[config.mk]
export PLATFORM = sky130hd
export DESIGN_NAME = basic_ram_ctrl
export DESIGN_NICKNAME = d
export VERILOG_FILES = /design/src/rtl/basic_ram_pkg.sv /design/src/rtl/nibble_pair_packer.sv /design/src/rtl/basic_ram_ctrl.sv
export SDC_FILE = /design/constraint.sdc
export NUM_CORES = 1
export LEC_CHECK = 0
export CAP_MARGIN = 20
export CORE_MARGIN = 2
export CORE_UTILIZATION = 45
export DETAILED_ROUTE_END_ITERATION = 8
export PLACE_DENSITY_LB_ADDON = 0.3
export SYNTH_ARGS = -nofsm -noshare
export SYNTH_HDL_FRONTEND = slang
export SYNTH_HIERARCHICAL = 1
export SYNTH_SLANG_ARGS = --single-unit
[constraint.sdc]
create_clock -name clk -period 3.65 [get_ports clk]
set_input_delay 0.5475 -clock clk [delete_from_list [all_inputs] [get_ports clk]]
set_output_delay 0.5475 -clock clk [all_outputs]
set_load 0.05 [all_outputs]
[src/rtl/basic_ram_pkg.sv]
// Shared constants and FSM state type for the basic RAM sequencing controller.
package basic_ram_pkg;

    localparam int DATA_W_DEFAULT = 4;

    typedef enum logic [2:0] {
        IDLE    = 3'd0,
        HALF    = 3'd1,
        WRITE   = 3'd2,
        READ    = 3'd3,
        CAPTURE = 3'd4,
        RESP    = 3'd5
    } state_t;

endpackage

[src/rtl/nibble_pair_packer.sv]
// Packs two consecutive accepted nibbles into the din1/din2 word pair held for the RAM.
module nibble_pair_packer import basic_ram_pkg::*; #(
    parameter int DATA_W = DATA_W_DEFAULT
) (
    input  logic              clk,
    input  logic              rst_n,
    input  logic              accept,
    input  logic              second,
    input  logic [DATA_W-1:0] nibble,
    output logic [DATA_W-1:0] din1,
    output logic [DATA_W-1:0] din2
);

    // The first nibble of a pair lands in din1, the second in din2; both hold otherwise.
    always_ff @(posedge clk or negedge rst_n) begin
        if (!rst_n) begin
            din1 <= '0;
            din2 <= '0;
        end else if (accept) begin
            if (second) begin
                din2 <= nibble;
            end else begin
                din1 <= nibble;
            end
        end
    end

endmodule

[src/rtl/basic_ram_ctrl.sv]
// Nibble-packing write sequencer and single-shot read-back path for the dual-word RAM.
// Optional read-back compare against the last written pair: define BASIC_RAM_RDCHK_EN.
module basic_ram_ctrl import basic_ram_pkg::*; #(
    parameter int DATA_W = DATA_W_DEFAULT
) (
    input  logic              clk,
    input  logic              rst_n,
    input  logic              in_valid,
    input  logic [DATA_W-1:0] in_data,
    output logic              in_ready,
    input  logic              rd_req,
    output logic              ram_cs,
    output logic              ram_we,
    output logic              ram_oe,
    output logic [DATA_W-1:0] ram_din1,
    output logic [DATA_W-1:0] ram_din2,
    input  logic [DATA_W-1:0] ram_dout1,
    input  logic [DATA_W-1:0] ram_dout2,
    output logic              out_valid,
    output logic [DATA_W-1:0] out_data1,
    output logic [DATA_W-1:0] out_data2,
    input  logic              out_ready,
    output logic              mismatch
);

    // state   | meaning
    // IDLE    | waiting for first nibble or pending read
    // HALF    | din1 loaded, waiting for second nibble
    // WRITE   | one-cycle write strobe of the packed pair
    // READ    | one-cycle read strobe
    // CAPTURE | RAM read data settling, latched at end of cycle
    // RESP    | read-back pair offered until out_ready

    state_t state_q, state_d;
    logic   rd_pend_q;
    logic   accept;

    assign accept = in_valid & in_ready;

    always_comb begin
        state_d = state_q;
        unique case (state_q)
            IDLE: begin
                if (accept) begin
                    state_d = HALF;
                end else if (rd_pend_q) begin
                    state_d = READ;
                end
            end
            HALF:    if (accept) state_d = WRITE;
            WRITE:   state_d = IDLE;
            READ:    state_d = CAPTURE;
            CAPTURE: state_d = RESP;
            RESP:    if (out_valid && out_ready) state_d = IDLE;
            default: state_d = IDLE;
        endcase
    end

    // Strobes and ready/valid are decoded from the next state so they are glitch-free
    // registers that coincide exactly with the state they belong to.
    always_ff @(posedge clk or negedge rst_n) begin
        if (!rst_n) begin
            state_q   <= IDLE;
            rd_pend_q <= 1'b0;
            in_ready  <= 1'b0;
            ram_cs    <= 1'b0;
            ram_we    <= 1'b0;
            ram_oe    <= 1'b0;
            out_valid <= 1'b0;
        end else begin
            state_q   <= state_d;
            rd_pend_q <= (state_d == READ) ? 1'b0 : (rd_pend_q | rd_req);
            in_ready  <= (state_d == IDLE) || (state_d == HALF);
            ram_cs    <= (state_d == WRITE) || (state_d == READ);
            ram_we    <= (state_d == WRITE);
            ram_oe    <= (state_d == READ);
            out_valid <= (state_d == RESP);
        end
    end

    always_ff @(posedge clk or negedge rst_n) begin
        if (!rst_n) begin
            out_data1 <= '0;
            out_data2 <= '0;
        end else if (state_q == CAPTURE) begin
            out_data1 <= ram_dout1;
            out_data2 <= ram_dout2;
        end
    end

    nibble_pair_packer #(.DATA_W(DATA_W)) u_packer (
        .clk    (clk),
        .rst_n  (rst_n),
        .accept (accept),
        .second (state_q == HALF),
        .nibble (in_data),
        .din1   (ram_din1),
        .din2   (ram_din2)
    );

`ifdef BASIC_RAM_RDCHK_EN
    logic [DATA_W-1:0] shadow1_q, shadow2_q;
    logic              shadow_vld_q;
    logic              mismatch_q;

    always_ff @(posedge clk or negedge rst_n) begin
        if (!rst_n) begin
            shadow1_q    <= '0;
            shadow2_q    <= '0;
            shadow_vld_q <= 1'b0;
            mismatch_q   <= 1'b0;
        end else begin
            if (state_q == WRITE) begin
                shadow1_q    <= ram_din1;
                shadow2_q    <= ram_din2;
                shadow_vld_q <= 1'b1;
            end
            // A read before the first write has nothing meaningful to compare against.
            if ((state_q == CAPTURE) && shadow_vld_q &&
                ((ram_dout1 != shadow1_q) || (ram_dout2 != shadow2_q))) begin
                mismatch_q <= 1'b1;
            end
        end
    end

    assign mismatch = mismatch_q;
`else
    assign mismatch = 1'b0;
`endif

endmodule

After elaboration in Yosys (flattened, before gate mapping)

Index checks and enable logic that the tools add are counted.

Flip-flop bits (word level): 25
Output and inout bits: 22

Equality and inequality tests: 8
Muxes and demuxes: 6
Bitwise operators: 3
Reductions and logical operators: 7

Operators with widths:

| cell                                                                  | count |
|---|---|
| 3-bit one-hot mux with 5 select lines                                 | 1 |
| 3-bit 2-to-1 mux                                                      | 4 |
| 3-bit by 2-bit equality test with 1-bit output, second input constant | 3 |
| 3-bit equality test, second input constant                            | 3 |
| 3-bit by 1-bit equality test with 1-bit output, second input constant | 2 |
| 3-bit zero test                                                       | 2 |
| 2-bit AND reduction                                                   | 2 |
| 1-bit logical OR                                                      | 2 |
| 1-bit AND                                                             | 1 |
| 1-bit logical AND                                                     | 1 |
| 1-bit 2-to-1 mux                                                      | 1 |
| 1-bit inverter                                                        | 1 |
| 1-bit bitwise OR                                                      | 1 |

Depth between registers and ports, before layout

Depth in word-level cells: 5
Depth in mapped cells: 4

Modules after synthesis

The synthesis kept the hierarchy.

By module, submodules not included:

| module             | instances | cells an instance | area an instance (µm²) |
|---|---|---|---|
| basic_ram_ctrl     | 1         | 48                | 649.4 |
| nibble_pair_packer | 1         | 18                | 325.3 |

Least setup slack after synthesis

OpenSTA, ideal clock, no wires.

Path type: register -> register
From: reg in_ready
To: reg ram_cs
Arrival time: 1340 ps
Required time: 3523 ps
Setup slack: 2183 ps
Cell stages (with the launch flop): 5
Period minus slack after synthesis: 1467 ps
Path through: dfrtp_1 > a21oi_1 > and3_1 > buf_2 > or2_2

Longest elaborated chain between the ends: 5
Elaborated cells between the ends (all ways): 7
Classes of those cells: 2 x eq/ne; 3 x mux; 1 x bitwise; 1 x reduce/logical

RTL lines:

| element                                        | RTL line                                   | RTL |
|---|---|---|
| start: declaration                             | basic_ram_ctrl.sv:10                       | `output logic in_ready,` |
| start signal: assignment                       | basic_ram_ctrl.sv:73                       | `in_ready <= (state_d == IDLE) \|\| (state_d == HALF);` |
| 1-bit AND *                                    | basic_ram_ctrl.sv:38                       | `assign accept = in_valid & in_ready;` |
| 3-bit 2-to-1 mux (on tied branches)            | basic_ram_ctrl.sv:50, basic_ram_ctrl.sv:44 |  |
| 3-bit one-hot mux with 5 select lines *        | basic_ram_ctrl.sv:42                       | `unique case (state_q)` |
| 3-bit by 2-bit equality test with 1-bit output | basic_ram_ctrl.sv:74                       | `ram_cs <= (state_d == WRITE) \|\| (state_d == READ);` |
| 1-bit logical OR *                             | basic_ram_ctrl.sv:74                       |  |
| end signal: assignment                         | basic_ram_ctrl.sv:74                       |  |
| end: declaration                               | basic_ram_ctrl.sv:12                       | `output logic ram_cs,` |

Mark *: on every way between the ends. The rest lies on a longest branch, timed or not.
A chain may end at the register's enable or synchronous reset.

Worst setup path in the final report

From: reg in_ready
To: out in_ready

No word-level cell between the ends.

==> metrics <==
R2R setup slack=2.22 ns; FMAX=0.482 GHz; num rows=16; Crit-path slowest cell=clkdlybuf4s50_1; Worst-path clk slew=0.12 ns; R2R depth=4; Root Driver=clkbuf_4; Routed Antenna Nets=0; antenna cell count=0; Placer Congestion=0.691; grt total ovfl=0; proportion of layout cells with a drive suffix above 1=0.255; H-tree Lvls=1; Post-DP HPWL=1.43 mm; dpl ws=1.79 ns; Synthesis Warnings=6; initial antenna violation count=0; CP Launch Type=register; Slew HR=0.649; die span in y=50.5 um; die area=2550 um^2; Final Hold Viols=0; worst path bufs/invs=1; Vias/cell=4.83; Final WS setup=1.57 ns; Placed Cells incl. Taps=128; io pins=39; Mapped Cells=66; synthesized area=975 um^2; Layout area overhead=44.4%; Max Buffers Root-to-Sink=2; vias in the first global route=650; starting density of the core=0.487; Post-CTS Repair Setup Buffers=0; CTS tree=done; fillers=161; mean post-synth cell area=14.8 um^2; Crit. End Element=primary output; Initial DRC Count=7; Post-Route Skew=0.00398 ns; crit-path cells=clkdlybuf4s50_1; syn_nets=83; final setup TNS=0 ns; Cell Count, Final, Fillers Out=133; worst skew pair latency=0.31 ns; post-synthesis sequential area ratio=0.642; clock sink total=25; Avg WL per Cell=13.4 um; outcome=complete, no violations; # Max-Cap Violations=0; flops & latches, synth=25; # hold bufs at CTS=0; RSZ-0062 raised after global routing=no; first-pass iteration count of the detailed router=4; Worst Path Arrival=1.53 ns; CTS Buf Count=3; pin count of the biggest net entering global routing=26; total number of vias=643; CP Max Fanout=4; All-Layer GR Usage=0.162; setup violators final=0; slowest cell delay on critical path=0.82 ns; worst reg2reg endpoint=u_packer/din1[3]$_DFFE_PN0P_; crit share post-route=0.569; Reg-to-Reg Start=state_q[2]$_DFF_PN0_; first-pass GRT wire length=3.08 mm; final core utilization=0.703; Hold Path Class=in -> async; Crit Path Class=reg -> out; final WL=1.78 mm; Core Box Area=2000 um^2; worst-margin pin slew=0.525 ns; Horiz. Die Dim=50.5 um; Final Critical Period=2.08 ns; Max Slew Vio Count=0; PostCTS Resize Cnt=0; detailed-route DRC error count=0; Synth cell types=20; fin nets=124; Worst EP required=3.10 ns; Top delay family on crit path=buffers and inverters; Port-buffer cells=37
-- worst max-delay path by stage --
| stage | startpoint | endpoint | slack, ns | cells after the start |
|---|---|---|---|---|
| final | in_ready$_DFF_PN0_ | in_ready | 1.57 | 1 |
| after global routing | in_ready$_DFF_PN0_ | in_ready | 1.50 | 1 |
| after detailed placement | rst_n | u_packer/din1[1]$_DFFE_PN0P_ | 1.79 | 1 |
| after global placement | rst_n | u_packer/din1[0]$_DFFE_PN0P_ | 1.82 | 1 |
| after floorplan | in_ready$_DFF_PN0_ | ram_cs$_DFF_PN0_ | 2.18 | 4 |
| after CTS | in_ready$_DFF_PN0_ | in_ready | 1.56 | 1 |
-- flip-flops by register name (all words and copies together), names as in the netlist --
name,cells
u_packer/din1,4
state_q,3
out_valid,1
out_data1,4
u_packer/din2,4
ram_we,1
ram_oe,1
out_data2,4
ram_cs,1
in_ready,1
rd_pend_q,1
-- stage by stage --
| stage | instance area, um^2 | hold WS [ns] |
|---|---|---|
| finish | 1410 | 0.473 |
| global route | 1410 | 0.458 |
| CTS | 1390 | 0.521 |
| detailed placement | 1370 | 0.492 |
| global placement | 1370 | 0.483 |
| floorplan | 975 | 0.252 |
-- cells by family (layout without fill, tap and decap cells) --
group / count (synthesis) / after routing / share of synthesized area
buf+inv: 2 / 42 / 0.0128
other cells: 1 / 1 / 0.00385
flops: 25 / 25 / 0.642
simple gates: 19 / 19 / 0.121
mux: 16 / 16 / 0.200
compound gates: 3 / 3 / 0.0205
-- routing by layer --
metal / up-vias / GRT usage / part of all wire
li1: 307 / - / -
met4: 0 / 0.0541 / 0.0078
met5: - / 0 / 0
met1: 312 / 0.194 / 0.40
met2: 22 / 0.292 / 0.52
met3: 2 / 0.0298 / 0.068
-- synthesized netlist by cell type, drive strengths merged --
cell,number,area [um^2]
a21oi,1,5.00
a31o,1,8.76
and2,2,12.5
and3,2,12.5
buf,2,12.5
conb,1,3.75
dfrtp,25,626
mux2,16,195
nand2,2,10.0
nand2b,3,33.8
nand3,1,5.00
nor2,5,21.3
nor3,2,10.0
o22ai,1,6.26
or2,2,12.5
-- cell type report --
class                      instances  area [um^2]  area share
multi-input combinational         39          337       0.239
tap                               27         33.8      0.0240
sequential                        25          626       0.444
timing repair buffer              38          385       0.274
clock buffer                       4         26.3      0.0187
-- layout by cell type, fill, tap and decap left out, types with 2 or more instances in the layout --
| master | instances |
|---|---|
| nor3_1 | 2 |
| and2_1 | 2 |
| mux2_4 | 4 |
| or2_2 | 2 |
| mux2_2 | 12 |
| nor2_1 | 4 |
| clkdlybuf4s50_1 | 37 |
| dfrtp_1 | 25 |
| clkbuf_4 | 3 |
| nand2b_4 | 2 |
| and3_1 | 2 |
Power is not shown: default switching activity piles up to over one toggle a cycle in this logic, so the estimate is an artifact.
